File: config.mk
export PLATFORM = sky130hd
export DESIGN_NAME = calc_ctrl
export DESIGN_NICKNAME = d
export VERILOG_FILES = /design/src/rtl/calc_pkg.sv /design/src/rtl/calc_ctrl_btn_cond.sv /design/src/rtl/calc_ctrl.sv
export SDC_FILE = /design/constraint.sdc
export NUM_CORES = 1
export LEC_CHECK = 0
export CORE_MARGIN = 10
export CORE_UTILIZATION = 41
export DETAILED_ROUTE_END_ITERATION = 7
export GPL_TIMING_DRIVEN = 0
export HOLD_SLACK_MARGIN = 0.08
export MAX_ROUTING_LAYER = met4
export PLACE_DENSITY = 0.75
export SLEW_MARGIN = 10
export SYNTH_ARGS = -nofsm -noshare
export SYNTH_HDL_FRONTEND = slang
export SYNTH_SLANG_ARGS = --single-unit
File: constraint.sdc
create_clock -name CLK100MHZ -period 2.17 [get_ports CLK100MHZ]
set_input_delay 0.434 -clock CLK100MHZ [delete_from_list [all_inputs] [get_ports CLK100MHZ]]
set_output_delay 0.434 -clock CLK100MHZ [all_outputs]
set_load 0.05 [all_outputs]
File: src/rtl/calc_pkg.sv
// Shared types for the calculator controller: op encoding, FSM states, latched request.
package calc_pkg;

  typedef enum logic [1:0] {
    OP_ADD = 2'd0,
    OP_SUB = 2'd1,
    OP_MUL = 2'd2,
    OP_DIV = 2'd3
  } op_e;

  typedef enum logic [2:0] {
    S_IDLE,
    S_LATCH,
    S_EXEC,
    S_DIV_ISSUE,
    S_DIV_WAIT,
    S_DONE
  } state_e;

  localparam logic [15:0] ERR_RESULT = 16'hFFFF;

  // Button vector layout; index 0 is the clear/abort button.
  localparam int NUM_BTN = 5;
  localparam int BTN_CLR = 0;

  typedef struct packed {
    op_e        op;
    logic [7:0] a;
    logic [7:0] b;
  } op_req_t;

  // rise[0]=ADD, [1]=SUB, [2]=MUL, [3]=DIV; lowest index wins.
  function automatic op_e pick_op(input logic [3:0] rise);
    if (rise[0])      pick_op = OP_ADD;
    else if (rise[1]) pick_op = OP_SUB;
    else if (rise[2]) pick_op = OP_MUL;
    else              pick_op = OP_DIV;
  endfunction

endpackage

File: src/rtl/calc_ctrl_btn_cond.sv
// Button conditioner: 2-flop sync, optional debounce (CALC_DEBOUNCE_EN), registered rising-edge pulse.
module btn_cond #(
  parameter logic [15:0] DEBOUNCE_CYCLES = 16'd50000
) (
  input  logic clk_i,
  input  logic rst_i,
  input  logic btn_i,
  output logic rise_o
);

  logic [1:0] sync_q;
  logic       lvl;
  logic       prev_q;
  logic       rise_q;

  // Everything resets high so a button held through reset never looks like a press.
  always_ff @(posedge clk_i or posedge rst_i) begin
    if (rst_i) sync_q <= 2'b11;
    else       sync_q <= {sync_q[0], btn_i};
  end

`ifdef CALC_DEBOUNCE_EN
  logic [15:0] cnt_q;
  logic        lvl_q;

  always_ff @(posedge clk_i or posedge rst_i) begin
    if (rst_i) begin
      cnt_q <= '0;
      lvl_q <= 1'b1;
    end else if (sync_q[1] == lvl_q) begin
      cnt_q <= '0;
    end else if (cnt_q >= DEBOUNCE_CYCLES - 16'd1) begin
      lvl_q <= sync_q[1];
      cnt_q <= '0;
    end else begin
      cnt_q <= cnt_q + 16'd1;
    end
  end

  assign lvl = lvl_q;
`else
  assign lvl = sync_q[1];
`endif

  always_ff @(posedge clk_i or posedge rst_i) begin
    if (rst_i) begin
      prev_q <= 1'b1;
      rise_q <= 1'b0;
    end else begin
      prev_q <= lvl;
      rise_q <= lvl & ~prev_q;
    end
  end

  assign rise_o = rise_q;

endmodule

File: src/rtl/calc_ctrl.sv
// Calculator controller: button edges drive a latch/execute FSM with an AXI-stream divider path.
// Optional debounce on every button when CALC_DEBOUNCE_EN is defined.
module calc_ctrl
  import calc_pkg::*;
#(
  parameter logic [15:0] DEBOUNCE_CYCLES = 16'd50000,
  parameter int          DIV_TIMEOUT     = 64
) (
  input  logic        CLK100MHZ,
  input  logic        RESET,
  input  logic [7:0]  A,
  input  logic [7:0]  B,
  input  logic        BTN_ADD,
  input  logic        BTN_SUB,
  input  logic        BTN_MUL,
  input  logic        BTN_DIV,
  input  logic        BTNC,
  output logic [7:0]  opa,
  output logic [7:0]  opb,
  output op_e         op_sel,
  input  logic [8:0]  add_res,
  input  logic [8:0]  sub_res,
  input  logic [15:0] mul_res,
  output logic        div_tvalid,
  input  logic        div_tready,
  input  logic        div_dout_tvalid,
  input  logic [15:0] div_dout_tdata,
  output logic [15:0] result,
  output logic        busy,
  output logic        done,
  output logic        err
);

  localparam int CNT_W = $clog2(DIV_TIMEOUT + 1);

  logic [NUM_BTN-1:0] btn_raw;
  logic [NUM_BTN-1:0] rise;

  assign btn_raw = {BTN_DIV, BTN_MUL, BTN_SUB, BTN_ADD, BTNC};

  for (genvar i = 0; i < NUM_BTN; i++) begin : g_btn
    btn_cond #(.DEBOUNCE_CYCLES(DEBOUNCE_CYCLES)) u_btn (
      .clk_i (CLK100MHZ),
      .rst_i (RESET),
      .btn_i (btn_raw[i]),
      .rise_o(rise[i])
    );
  end

  state_e          state_q, state_d;
  op_req_t         lat_q, lat_d;
  op_e             pend_q, pend_d;
  logic [15:0]     result_q, result_d;
  logic            err_q, err_d;
  logic            tvalid_q, tvalid_d;
  logic [CNT_W-1:0] cnt_q, cnt_d;

  logic clr;
  logic op_vld;

  assign clr    = rise[BTN_CLR];
  assign op_vld = |rise[NUM_BTN-1:1];

  always_ff @(posedge CLK100MHZ or posedge RESET) begin
    if (RESET) begin
      state_q  <= S_IDLE;
      lat_q    <= '0;
      pend_q   <= OP_ADD;
      result_q <= '0;
      err_q    <= 1'b0;
      tvalid_q <= 1'b0;
      cnt_q    <= '0;
    end else begin
      state_q  <= state_d;
      lat_q    <= lat_d;
      pend_q   <= pend_d;
      result_q <= result_d;
      err_q    <= err_d;
      tvalid_q <= tvalid_d;
      cnt_q    <= cnt_d;
    end
  end

  always_comb begin
    state_d  = state_q;
    lat_d    = lat_q;
    pend_d   = pend_q;
    result_d = result_q;
    err_d    = err_q;
    tvalid_d = tvalid_q;
    cnt_d    = cnt_q;

    if (clr) begin
      state_d  = S_IDLE;
      result_d = '0;
      err_d    = 1'b0;
      tvalid_d = 1'b0;
      cnt_d    = '0;
    end else begin
      unique case (state_q)
        S_IDLE: begin
          // Edges arriving in any other state are simply dropped.
          if (op_vld) begin
            pend_d  = pick_op(rise[NUM_BTN-1:1]);
            state_d = S_LATCH;
          end
        end
        S_LATCH: begin
          lat_d = '{op: pend_q, a: A, b: B};
          cnt_d = '0;
          if (pend_q != OP_DIV) begin
            state_d = S_EXEC;
          end else if (B != 8'd0) begin
            tvalid_d = 1'b1;
            state_d  = S_DIV_ISSUE;
          end else begin
            result_d = ERR_RESULT;
            err_d    = 1'b1;
            state_d  = S_DONE;
          end
        end
        S_EXEC: begin
          unique case (lat_q.op)
            OP_ADD:  result_d = {7'd0, add_res};
            OP_SUB:  result_d = {{7{sub_res[8]}}, sub_res};
            default: result_d = mul_res;
          endcase
          err_d   = 1'b0;
          state_d = S_DONE;
        end
        S_DIV_ISSUE: begin
          if (div_tready) begin
            tvalid_d = 1'b0;
            state_d  = S_DIV_WAIT;
          end
        end
        S_DIV_WAIT: begin
          if (div_dout_tvalid) begin
            result_d = div_dout_tdata;
            err_d    = 1'b0;
            state_d  = S_DONE;
          end else if (cnt_q == CNT_W'(DIV_TIMEOUT - 1)) begin
            result_d = ERR_RESULT;
            err_d    = 1'b1;
            state_d  = S_DONE;
          end else begin
            cnt_d = cnt_q + CNT_W'(1);
          end
        end
        S_DONE:  state_d = S_IDLE;
        default: state_d = S_IDLE;
      endcase
    end
  end

  assign opa        = lat_q.a;
  assign opb        = lat_q.b;
  assign op_sel     = lat_q.op;
  assign div_tvalid = tvalid_q;
  assign result     = result_q;
  assign err        = err_q;
  assign busy       = (state_q != S_IDLE);
  // An abort landing on the DONE cycle suppresses the pulse.
  assign done       = (state_q == S_DONE) && !clr;

endmodule

# Word level (Yosys, flattened, before mapping)
# Index checks and enable logic that the tools add are counted.
classes:
  addsub: 1
  n_eq_ne: 16
  n_mux: 33
  bitwise_logic: 11
  n_reduce_logical: 16
ops:
  columns: ["cell", "n"]
  rows:
  - ["16-bit 2-to-1 mux", 5]
  - ["16-bit one-hot mux with 3 select lines", 1]
  - ["16-bit one-hot mux with 2 select lines", 1]
  - ["3-bit 2-to-1 mux", 7]
  - ["7-bit 2-to-1 mux", 3]
  - ["3-bit by 2-bit != test with 1-bit output (second input constant)", 7]
  - ["3-bit one-hot mux with 5 select lines", 1]
  - ["7-bit one-hot mux with 2 select lines", 1]
  - ["1-bit 2-to-1 mux", 10]
  - ["3-bit AND reduction", 3]
  - ["3-bit nonzero test", 3]
  - ["4-bit AND reduction", 2]
  - ["8-bit nonzero test", 1]
  - ["7-bit by 1-bit adder with 7-bit output (second input constant)", 1]
  - ["7-bit by 6-bit equality test with 1-bit output (second input constant)", 1]
  - ["3-bit by 2-bit equality test with 1-bit output (second input constant)", 2]
  - ["3-bit equality test (second input constant)", 2]
  - ["1-bit inverter", 6]
  - ["1-bit bitwise AND", 5]
  - ["2-bit 2-to-1 mux", 2]
  - ["4-bit by 3-bit != test with 1-bit output (second input constant)", 1]
  - ["4-bit nonzero test", 1]
  - ["4-bit OR reduction", 1]
  - ["3-bit by 1-bit equality test with 1-bit output (second input constant)", 1]
  - ["other kinds (9)", 9]
totals:
  register_bits: 68
  inputBits: 75
  out_inout_bits: 38
  wordCells: 101

# Logic depth before layout (Yosys ltp)
depth:
  depth_word: 5
  mapped_depth: 7
  depth_no_buf: 5

# Modules after synthesis
# Synthesis repeated with hierarchy kept, for this count alone.
hier_totals:
  cells_unflattened: 279
  hier_area_um2: 3124.2
modules_own_cells:
  columns: ["module", "instances", "cells_per_inst", "area_each_um2", "seq_area_each_um2"]
  rows:
  - ["calc_ctrl", 1, 249, 2517.4, 1201.2]
  - ["btn_cond", 5, 6, 121.4, 103.8]

# Least setup slack after synthesis
# Ideal clock, no wire load.
synth_timing:
  path_type: "reg-to-reg"
  from: "register cnt_q[0]"
  to: "register err_q (netlist: err)"
  setup_ns: 0.125
  arrival_ns: 1.642
  required_time_ns: 2.045
  path_slack_ns: 0.403
  path_stages_with_launch: 7
  path_buffers: 1
  period_less_slack_ns: 1.767
  cell_sequence: "dfrtp_1 ha_1 nand4_1 o211ai_2 o311a_1 buf_6 mux2_4"
synth_via:
  elab_chain_cells: 3
synth_lines:
  columns: ["item", "line_no", "text"]
  rows:
  - ["start: declaration", "calc_ctrl.sv:56", "logic [CNT_W-1:0] cnt_q, cnt_d;"]
  - ["start signal: assignment", "calc_ctrl.sv:80", "cnt_q <= cnt_d;"]
  - ["7-bit by 6-bit equality test with 1-bit output", "calc_ctrl.sv:142", "end else if (cnt_q == CNT_W'(DIV_TIMEOUT - 1)) begin"]
  - ["4-bit by 3-bit != test with 1-bit output (no source line)", null, null]
  - ["4-bit AND reduction (no source line)", null, null]
  - ["end signal: assignment", "calc_ctrl.sv:78", "err_q <= err_d;"]
  - ["end: declaration", "calc_ctrl.sv:54", "logic err_q, err_d;"]
# No other way between the ends.
# A chain may end at the register's enable or synchronous reset.

# Final worst setup path
layout_timing:
  from: "register state_q[1]"
  to: "output busy"
layout_via:
  elab_chain_cells: 1
layout_lines:
  columns: ["item", "line_no", "text"]
  rows:
  - ["start: declaration", "calc_ctrl.sv:50", "state_e state_q, state_d;"]
  - ["start signal: assignment", "calc_ctrl.sv:74", "state_q <= state_d;"]
  - ["3-bit nonzero test", "calc_ctrl.sv:162", "assign busy = (state_q != S_IDLE);"]
  - ["end: declaration", "calc_ctrl.sv:29", "output logic busy,"]
# No other way between the ends.

==> metrics.txt <==
largest net degree at the start of global routing 41; total CTS buffers 9; Crit Path Max Fanout 10; Initial Util 41.5%; EDFF count, synth 0; CTS tree built; gpl congestion 0.893; Final Critical Period 2.10 ns; Clock Tree Buf Depth 2; Die W 108 um; Worst EP required 1.74 ns; max-slew violations 0; number of max-cap violations 0; Seq/Total Area, Yosys 54.2%; Slew HR 54.8%; DIE AREA 11,700 um2; Synth top cells by count dfrtp_1 (53), nor2_1 (30), nand2_1 (19); Final Hold Viols 0; DRC errors left 0; die height 108 um; Mapped Cells 286; maximum vdd ir drop 1.12 mV; FF+latch count, synth 68; dpl cells 501; critical path endpoint category output pin; Synth async-reset ratio 100%; Yosys top cell area share 41.8%; crit start category flop; DP HPWL 6.76 mm; via count 2,686; CP delay by family, top buffers and inverters; total grt overflow 0; Layout area overhead 47.5%; gr usage total 15.2%; Core Region 7650 um2; Hold/Removal Path Class flop to flop; RSZ-0062 raised after global routing true; vias in the first global route 2,775; global-route wire length before repair 13.9 mm; mapped cell area 3180 um2; pre-CTS setup slack -0.264 ns; fin nets 486; Antenna Cells 0; initial DRC count 111; setup TNS 0 ns; share of layout cells above drive strength 1 17.8%; post-route worst setup slack 0.0741 ns; Yosys Warn Count 0; Post-CTS Setup Bufs 0; Tcrit/Tclk final 96.6%; Root Driver clkbuf_8; Crit-path slowest cell or3_1; syn_area_per_cell 11.1 um2; PwrDens 1500 nW/um2; Buffers & Inverters on Critical Path 3; H-Tree Depth 3; Detailed Route WL 8.78 mm; P_leak 1.89 nW; worst skew pair latency 0.34 ns; Pre-Repair DR Iteration Count 4; Vias/cell 5.20; synth top area cells dfrtp_1 (42%), dfstp_2 (12%), mux2_2 (6.0%), o21a_1 (3.8%), nor2_1 (3.5%); Synthesized Nets 362; Wirelength per Cell 17.0 um; skew final 0.0117 ns; Main synth FF type dfrtp_1; CP Class flop to output pin; measured slew at the worst slew-check pin 0.674 ns; critical path's largest stage delay 0.38 ns; count leader, synth dfrtp_1; final setup vio count 0; fin cells 517; Routed Antenna Nets 0; Max Clk Rate 0.477 GHz; WP data arrival 1.66 ns; CTS Sinks 68; antenna violations before repair 0; critical path cell sequence buf_4 -> clkbuf_2 -> or3_1 -> buf_2; post-synth top area cell dfrtp_1; I/O Buffers 112; Rows 32; status complete, no violations; Distinct cells, synth 50; clk slew on worst S/H paths 0.07 ns; io pins 113
flip-flops by register name (all words and copies together), names as in the netlist:
register and cells:
cnt_q 7, div_tvalid 1, err 1, g_btn.u_btn.prev_q 5, g_btn.u_btn.rise_o 5, g_btn.u_btn.sync_q 10
op_sel 2, opa 8, opb 8, pend_q 2, result 16, state_q 3
metrics by stage:
stage / power, mW / instance area [um2] / utilization, % / hold WS, ns
floorplan: 4.68 / 3180 / - / 0.345
global placement: 5.90 / 4420 / 57.9 / 0.346
detailed placement: 5.98 / 4450 / 58.1 / 0.348
CTS: 7.10 / 4670 / 61.0 / 0.360
global route: 7.45 / 4680 / 61.3 / 0.361
finish: 7.04 / 4680 / 61.3 / 0.360
power by group:
part / total, mW / leakage (nW) / switching, mW / internal, mW
combinational: 3.97 / 0.970 / 2.43 / 1.54
clock: 1.10 / 0.114 / 0.506 / 0.598
sequential: 1.97 / 0.811 / 0.267 / 1.70
cells in the final DEF, fill, tap and decap left out, types with 5 or more instances in the layout:
cell type | netlist | final
nand2_1 | 19 | 19
mux2i_1 | 9 | 9
o2bb2ai_1 | 8 | 8
nor2b_1 | 7 | 7
a21oi_1 | 8 | 8
buf_2 | 7 | 7
dfstp_2 | 15 | 15
o22ai_1 | 10 | 10
dfrtp_1 | 53 | 52
mux2_2 | 17 | 17
clkdlybuf4s50_1 | 0 | 110
clkbuf_8 | 0 | 10
nor2_1 | 30 | 30
inv_1 | 13 | 12
o21ai_0 | 15 | 15
nand3_1 | 5 | 5
o21a_1 | 16 | 16
kinds of logic after synthesis:
| logic type | count (synthesis) | share of synthesized area [%] |
|---|---|---|
| flops | 68 | 54.2 |
| fa+ha+maj | 1 | 0.394 |
| compound gates | 76 | 16.7 |
| mux | 27 | 9.34 |
| simple gates | 84 | 14.5 |
| buf+inv | 29 | 4.53 |
| xor+xnor | 1 | 0.276 |
what timing repair did:
| action | in CTS | in global routing |
|---|---|---|
| hold buffers | 0 | 0 |
| gates resized for setup | 9 | 6 |
| setup endpoints to repair | 2 | 3 |
per-layer routing:
| metal | track usage, % | share of wire, % | vias to the layer above | wire [um] |
|---|---|---|---|---|
| met5 | - | 0 | - | 0 |
| met2 | 22.8 | 47 | 99 | 4170 |
| met4 | 4.48 | 1.8 | 0 | 155 |
| li1 | - | - | 1281 | - |
| met1 | 18.5 | 43 | 1292 | 3790 |
| met3 | 6.07 | 7.6 | 14 | 665 |
final cells by class:
class                           instances  area, um2
Timing Repair Buffer                  113       1140
Tap cell                              102        128
Clock buffer                           12        188
Fill cell                             636       2960
Sequential cell                        68       1720
Inverter                               14       55.1
Buffer                                 15       95.1
Multi-Input combinational cell        189       1330
Clock inverter                          4       35.0
final timing paths:
| kind | from | to | slack (ns) | cells past startpoint |
|---|---|---|---|---|
| worst max-delay path | state_q[1]$_DFFE_PP0P_ | busy | 0.07 | 4 |
| worst min-delay path | g_btn[1].u_btn.sync_q[0]$_DFF_PP1_ | g_btn[1].u_btn.sync_q[1]$_DFF_PP1_ | 0.36 | 0 |
| worst max register to register | cnt_q[0]$_DFFE_PP0P_ | err$_DFFE_PP0P_ | 0.12 | 6 |
| worst min register to register | g_btn[1].u_btn.sync_q[0]$_DFF_PP1_ | g_btn[1].u_btn.sync_q[1]$_DFF_PP1_ | 0.36 | 0 |
| max in group asynchronous | RESET | g_btn[3].u_btn.sync_q[1]$_DFF_PP1_ | 1.14 | 3 |
| min in group asynchronous | RESET | state_q[2]$_DFFE_PP0P_ | 0.44 | 2 |
Note: power is estimated with default switching activity, not from simulation.
